**config.mk**
```make
export PLATFORM = sky130hd
export DESIGN_NAME = timer_multichannel
export DESIGN_NICKNAME = d
export VERILOG_FILES = /design/src/rtl/timer_pkg.sv /design/src/rtl/timer_prescaler.sv /design/src/rtl/timer_multichannel.sv
export SDC_FILE = /design/constraint.sdc
export NUM_CORES = 1
export LEC_CHECK = 0
export CELL_PAD_IN_SITES_DETAIL_PLACEMENT = 1
export CELL_PAD_IN_SITES_GLOBAL_PLACEMENT = 1
export CORE_MARGIN = 2
export CORE_UTILIZATION = 48
export DETAILED_ROUTE_END_ITERATION = 8
export PLACE_DENSITY = 0.84
export SLEW_MARGIN = 20
export SYNTH_ARGS = -nofsm -noshare
export SYNTH_HDL_FRONTEND = slang
export SYNTH_SLANG_ARGS = --single-unit
```
**constraint.sdc**
```tcl
create_clock -name clk -period 3 [get_ports clk]
set_input_delay 0.9 -clock clk [delete_from_list [all_inputs] [get_ports clk]]
set_output_delay 0.9 -clock clk [all_outputs]
set_load 0.005 [all_outputs]
```
**src/rtl/timer_pkg.sv**
```systemverilog
// timer_pkg: cfg_data field positions, mode encodings and time-base count shared by the timer blocks
package timer_pkg;
    localparam int NUM_TB = 4;
    localparam int TB_LSB = 0;
    localparam int TB_MSB = 1;
    localparam int THR_LSB = 2;
    localparam logic MODE_ONESHOT = 1'b0;
    localparam logic MODE_PERIODIC = 1'b1;
endpackage

```
**src/rtl/timer_prescaler.sv**
```systemverilog
// timer_prescaler: free-running divider per time base; tick[b] pulses once every TB_DIVb clocks
module timer_prescaler
    import timer_pkg::*;
#(
    parameter int TB_DIV0 = 1,
    parameter int TB_DIV1 = 10,
    parameter int TB_DIV2 = 100,
    parameter int TB_DIV3 = 1000
) (
    input  logic              clk,
    input  logic              reset_n,
    output logic [NUM_TB-1:0] tick
);
    localparam int CW = 16;
    for (genvar b = 0; b < NUM_TB; b++) begin : g_tb
        localparam int D = b == 0 ? TB_DIV0 : b == 1 ? TB_DIV1 : b == 2 ? TB_DIV2 : TB_DIV3;
        logic [CW-1:0] cnt;
        assign tick[b] = cnt == CW'(D - 1);
        always_ff @(posedge clk or negedge reset_n)
            if (!reset_n) cnt <= '0;
            else cnt <= tick[b] ? '0 : cnt + 1'b1;
    end
endmodule

```
**src/rtl/timer_multichannel.sv**
```systemverilog
// timer_multichannel: NUM_CH programmable one-shot/periodic timers sharing one prescaler,
// with sticky interrupt flags and combinational count readback
module timer_multichannel
    import timer_pkg::*;
#(
    parameter int NUM_CH   = 4,
    parameter int THRESH_W = 6,
    parameter int TB_DIV0  = 1,
    parameter int TB_DIV1  = 10,
    parameter int TB_DIV2  = 100,
    parameter int TB_DIV3  = 1000,
    localparam int SEL_W   = NUM_CH > 1 ? $clog2(NUM_CH) : 1
) (
    input  logic                clk,
    input  logic                reset_n,
    input  logic                cfg_we,
    input  logic [SEL_W-1:0]    cfg_sel,
    input  logic [THRESH_W+1:0] cfg_data,
    input  logic                cfg_periodic,
    input  logic [NUM_CH-1:0]   irq_ack,
    input  logic [SEL_W-1:0]    rd_sel,
    output logic [THRESH_W-1:0] rd_count,
    output logic [NUM_CH-1:0]   busy,
    output logic [NUM_CH-1:0]   timer_end,
    output logic [NUM_CH-1:0]   irq_pending
);
    logic [NUM_TB-1:0] tick;
    logic [THRESH_W-1:0] counts [NUM_CH];
    logic [THRESH_W-1:0] cfg_thr;
    logic [1:0] cfg_tb;
    assign cfg_thr = cfg_data[THRESH_W+1:THR_LSB];
    assign cfg_tb = cfg_data[TB_MSB:TB_LSB];
    timer_prescaler #(
        .TB_DIV0(TB_DIV0),
        .TB_DIV1(TB_DIV1),
        .TB_DIV2(TB_DIV2),
        .TB_DIV3(TB_DIV3)
    ) u_prescaler (
        .clk    (clk),
        .reset_n(reset_n),
        .tick   (tick)
    );
    for (genvar i = 0; i < NUM_CH; i++) begin : g_ch
        logic [THRESH_W-1:0] thr, cnt;
        logic [1:0] base;
        logic mode, run, pulse, flag, we, expire;
        assign we = cfg_we && cfg_sel == SEL_W'(i);
        assign expire = run && tick[base] && cnt == thr - 1'b1;
        always_ff @(posedge clk or negedge reset_n)
            if (!reset_n) begin
                thr <= '0;
                base <= '0;
                mode <= MODE_ONESHOT;
                cnt <= '0;
                run <= 1'b0;
                pulse <= 1'b0;
            end else if (we) begin
                thr <= cfg_thr;
                base <= cfg_tb;
                mode <= cfg_periodic;
                cnt <= '0;
                run <= |cfg_thr;
                pulse <= 1'b0;
            end else begin
                pulse <= expire;
                if (run && tick[base]) cnt <= expire ? '0 : cnt + 1'b1;
                if (expire && mode == MODE_ONESHOT) run <= 1'b0;
            end
        always_ff @(posedge clk or negedge reset_n)
            if (!reset_n) flag <= 1'b0;
            else if (expire && !we) flag <= 1'b1;
            else if (irq_ack[i]) flag <= 1'b0;
        assign counts[i] = cnt;
        assign busy[i] = run;
        assign timer_end[i] = pulse;
        assign irq_pending[i] = flag;
    end
    assign rd_count = counts[rd_sel];
endmodule
```
### Word-level counts from Yosys, hierarchy flattened

Cells that the tools add are included.

* flip-flop bits (word level): 136
* input port bits: 20
* output and inout port bits: 18

* $add $sub $neg: 12
* order comparisons: 5
* eq/ne operators: 10
* mux-type cells: 47
* bitwise operators: 5
* reduce and logical (&&, ||, !) cells: 39

Operators with widths (number)
* 6-bit two-way mux: 14
* 16-bit by 1-bit adder with 16-bit output, second input constant: 4
* 16-bit two-way mux: 4
* 6-bit by 1-bit adder with 6-bit output, second input constant: 4
* 6-bit equality test: 4
* 1-bit two-way mux: 24
* 2-bit nonzero test: 12
* 6-bit by 1-bit subtractor with 6-bit output, second input constant: 4
* 1-bit logical AND: 20
* 16-bit by 10-bit equality test with 1-bit output, second input constant: 1
* 16-bit by 4-bit equality test with 1-bit output, second input constant: 1
* 16-bit by 7-bit equality test with 1-bit output, second input constant: 1
* 16-bit logical NOT: 1
* 6-bit binary-select mux with 2-bit select: 1
* 2-bit by 3-bit less-than comparator with 1-bit output, second input constant: 4
* 1-bit binary-select mux with 2-bit select: 4
* 6-bit OR reduction: 1
* 2-bit equality test, second input constant: 2
* 1-bit logical NOT: 4
* 1-bit NOT: 4
* 3-bit >= comparator, second input constant: 1
* 2-bit NOT with 3-bit output: 1
* 2-bit by 1-bit equality test with 1-bit output, second input constant: 1
* 2-bit logical NOT: 1

### Logic depth before layout (Yosys ltp)

* word-level depth: 8
* gate-level depth with buffers: 9

### By module

From an unflattened synthesis, not the netlist that was laid out.

* cells, all modules: 683
* area total of the unflattened synthesis: 7090.6 sq um

Modules (own cells, without submodules)
* timer_multichannel: instances 1, cells an instance 408, area an instance 4106.4 sq um, seq. area each 1801.7 sq um
* timer_prescaler: instances 1, cells an instance 275, area an instance 2984.1 sq um, seq. area each 1601.5 sq um

### Worst setup path after synthesis

Ideal clock, no wire load.

* kind: input port to output port
* start: input rd_sel[1]
* end: output rd_count[0]
* arrival: 1.781 ns
* data required time: 2.100 ns
* slack: 0.319 ns
* stages on the path: 2
* buffers on the path: 1
* path through: clkbuf_1 > mux4_2

* word-level cells in the longest chain between the ends: 4

RTL lines
* from (decl): RTL line timer_multichannel.sv:21 `input logic [SEL_W-1:0] rd_sel,`
* 2-bit NOT with 3-bit output (not written as such): RTL line timer_multichannel.sv:78 `assign rd_count = counts[rd_sel];`
* 6-bit binary-select mux with 2-bit select: RTL line timer_multichannel.sv:78
* 6-bit two-way mux (not written as such) (2 in a row): RTL line timer_multichannel.sv:78
* to (decl): RTL line timer_multichannel.sv:22 `output logic [THRESH_W-1:0] rd_count,`

No other way between the ends. The select of a mux whose other input is x is not followed.

### Worst setup path in the final report

Ends and elaborated chain as after synthesis.

==> impl_metrics.csv <==
group,metric,value,unit
run_status,status,"completed",
cts,cts_tree,"yes",
cts,post-cts-setup-buffer-count,0,
sta,fmax,337,MHz
routing,ant_nets,0,
grt,top_usage_layer,"met2",
setup_path,crit_fanout,6,
power,peakVddDrop,0.489,mV
grt,track_usage,26.8,%
logic_synthesis,async_reset_ff_share,100,%
placed_design,dp.cells,933,
sta,min_period,2970,ps
sta,drv_slew,0,
setup_path,cp.required,2100,ps
sta,whs,472,ps
logic_synthesis,synth_cell_type_count,61,
floorplanning,io-pin-count,38,
sta,worst_slew_pin_slew,809,ps
grt,grt_max_degree,72,
routing,wl_per_cell,20.9,microns
cts,clock_latency,440,ps
grt,use_met3,5.99,%
power,power_density,642,nW/um^2
logic_synthesis,syn-cell-area,7200,sq um
placed_design,gp_congestion,0.875,
sta,setup_violations,0,
sta,period_share,99.0,%
final_layout,fin_area,8320,sq um
sta,rsz0062_at_grt,"false",
logic_synthesis,syn_nets,763,
final_layout,fill_cells,1591,
floorplanning,row_count,44,
worst_hold_path,hold_class,"in -> async",
final_layout,n_antenna_cell,0,
floorplanning,die_area,16000,sq um
setup_path,crit_slowest_cell,"mux4_2",
cts,hold_buffers,0,
grt,gr-usage-met2,45.5,%
logic_synthesis,synth_edf_count,0,
placed_design,place_area,7770,sq um
grt,grt_pass1_wl,33400,microns
cts,clkSlewWorstSetupHoldPaths,60,ps
placed_design,port_buffers,37,
routing,drc_errors,0,
logic_synthesis,syn_inst,729,
cts,cts_buffer_depth,2,
floorplanning,die_y,126,microns
setup_path,cp.arrival,2070,ps
cts,cts_buffers,17,
routing,drtPass1Iterations,5,
run,cap_violations,0,
logic_synthesis,ys_seq_area_share,47.3,%
final_layout,post_route_cells_drive_above_1_share,9.09,%
setup_path,crit_path_end_kind,"output pin",
logic_synthesis,ys_seq_elements,136,
setup_path,critical_path_class,"in -> out",
logic_synthesis,postSynth.topFlopCell,"dfrtp_1",
sta,finalHoldViolations,0,
routing,vias,5745,
routing,drtIter0Drc,384,
setup_path,slowest_delay,500,ps
grt,antenna_found_initial,1,
setup_path,startpoint_type,"primary input",
grt,grt_pass1_vias,6224,
power,p_leak,3.81,nW
final_layout,fin_nets,802,
grt,overflow,0,
cts,cts-root-buf,"clkbuf_16",
logic_synthesis,yosys_warnings,0,
routing,via_per_inst,5.95,
sta,slew_headroom,45.7,%
routing,routed_wl,20200,microns
placed_design,dp_worst_setup_slack,-464,ps
setup_path,path_cells,"dlygate4sd2_1 > buf_12 > mux4_2 > dlygate4sd2_1",
final_layout,synthToLayoutAreaGrowth,15.6,%
power,power,5.34,mW
placed_design,place_hpwl,14000,microns
floorplanning,core,14600,sq um
setup_path,crit_top_cell,"dlygate4sd2_1",
floorplanning,start_util,49.3,%
final_layout,instances_no_fill,965,
sta,layout_setup_ws,29.0,ps
grt,grt_use_met1,33.1,%
cts,clock_sinks,136,
cts,htreeDepth,4,
sta,final.setup_skew,10.2,ps
logic_synthesis,syn_avg_cell_area,9.87,sq um
floorplanning,fp.dieW,126,microns
state kept, by name, summed over array words and instances, names as in the netlist:
signal and flops:
g_ch.cnt 24, g_ch.pulse 4, g_ch.run 4, g_ch.flag 4, g_ch.mode 4, g_ch.thr 24
u_prescaler.g_tb.cnt 64, g_ch.base 8
critical path, delay by kind of cell:
kind                   cells  cell delay [ps]
multiplexers               1              500
buffers and inverters      3              670
area by class of cell:
type | instances | area [sq um] | area share, %
multi-input cells | 541 | 3550 | 42.7
flip-flops and latches | 136 | 3400 | 40.9
repair buffers | 49 | 490 | 5.90
clock buffers | 17 | 425 | 5.12
well taps | 184 | 230 | 2.77
clock inverters | 15 | 130 | 1.56
inverters | 23 | 86.3 | 1.04
final timing paths:
kind	depth (start not counted)	slack, ps	to	from
worst max-delay path	4	30	rd_count[0]	rd_sel[1]
worst min-delay path	1	470	u_prescaler.g_tb[1].cnt[9]	reset_n
worst max register to register	8	240	g_ch[3].cnt[3]	g_ch[3].thr[0]
worst min register to register	1	480	g_ch[2].flag	g_ch[2].flag
max in group asynchronous	2	1830	u_prescaler.g_tb[0].cnt[4]	reset_n
min in group clk	1	480	g_ch[2].flag	g_ch[2].flag
layout by cell type, fill, tap and decap left out, drive strengths merged, types with 8 or more instances in the layout:
| cell | count |
|---|---|
| nand4 | 15 |
| xnor2 | 61 |
| nand2 | 135 |
| a21oi | 14 |
| and2 | 10 |
| clkdlybuf4s50 | 28 |
| mux4 | 8 |
| clkinv | 9 |
| nor3 | 16 |
| dfrtp | 136 |
| ha | 14 |
| nand2b | 8 |
| xor2 | 36 |
| o21ai | 24 |
| clkbuf | 17 |
| nand3 | 33 |
| buf | 13 |
| and3 | 24 |
| inv | 25 |
| nor2 | 45 |
| nor4 | 8 |
cell usage after synthesis, types with 5 or more instances:
cell	instances	area (sq um)
dfrtp_1	136	3400
and3_1	24	150
and4_1	7	61.3
clkbuf_1	15	56.3
and2_1	10	62.6
nand4_1	14	87.6
o22ai_1	7	43.8
o21ai_0	22	110
xor2_1	36	315
nand3_1	33	165
xnor2_1	61	534
nor3b_1	7	52.6
a21oi_1	14	70.1
buf_4	12	90.1
nor3_1	16	80.1
nand2b_1	7	43.8
nor2_1	45	169
nand2_1	135	507
nand3b_1	5	37.5
inv_1	23	86.3
mux4_2	8	180
ha_1	14	175
a211oi_1	6	45.0
timing repair:
item | CTS | global route
gates resized for setup | 9 | 1
hold endpoints to repair | 0 | 0
endpoints found under the setup margin | 6 | 1
cells by family (layout without fill, tap and decap cells):
group	after synthesis	count (layout)	synth area share, %
muxes	10	10	2.78
xor gates and xnor gates	98	98	12.1
AOI/OAI and AO/OA	79	79	7.20
buffers and inverters	52	104	3.37
and+or+nand+nor	340	340	24.8
adders and majority gates	14	14	2.43
DFF	136	136	47.3
where the power goes:
group          internal [mW]  switching (mW)
clock                   1.14           0.840
combinational          0.496           0.545
sequential              2.01           0.312
total                   3.64            1.70
through the flow:
stage          util, %  setup TNS (ps)
4_1_cts           57.0               0
5_1_grt           57.0               0
6_report          57.0               0
3_5_place_dp      53.3           -2540
3_3_place_gp      53.3           -2300
2_1_floorplan        -               0
per-layer routing:
metal  routed length, microns  vias to the layer above
li1                         -                     2592
met1                     8550                     2975
met2                    10200                      126
met3                      780                       50
met4                      599                        2
met5                       12                        -
No activity file was read; power rests on OpenSTA's default activity.
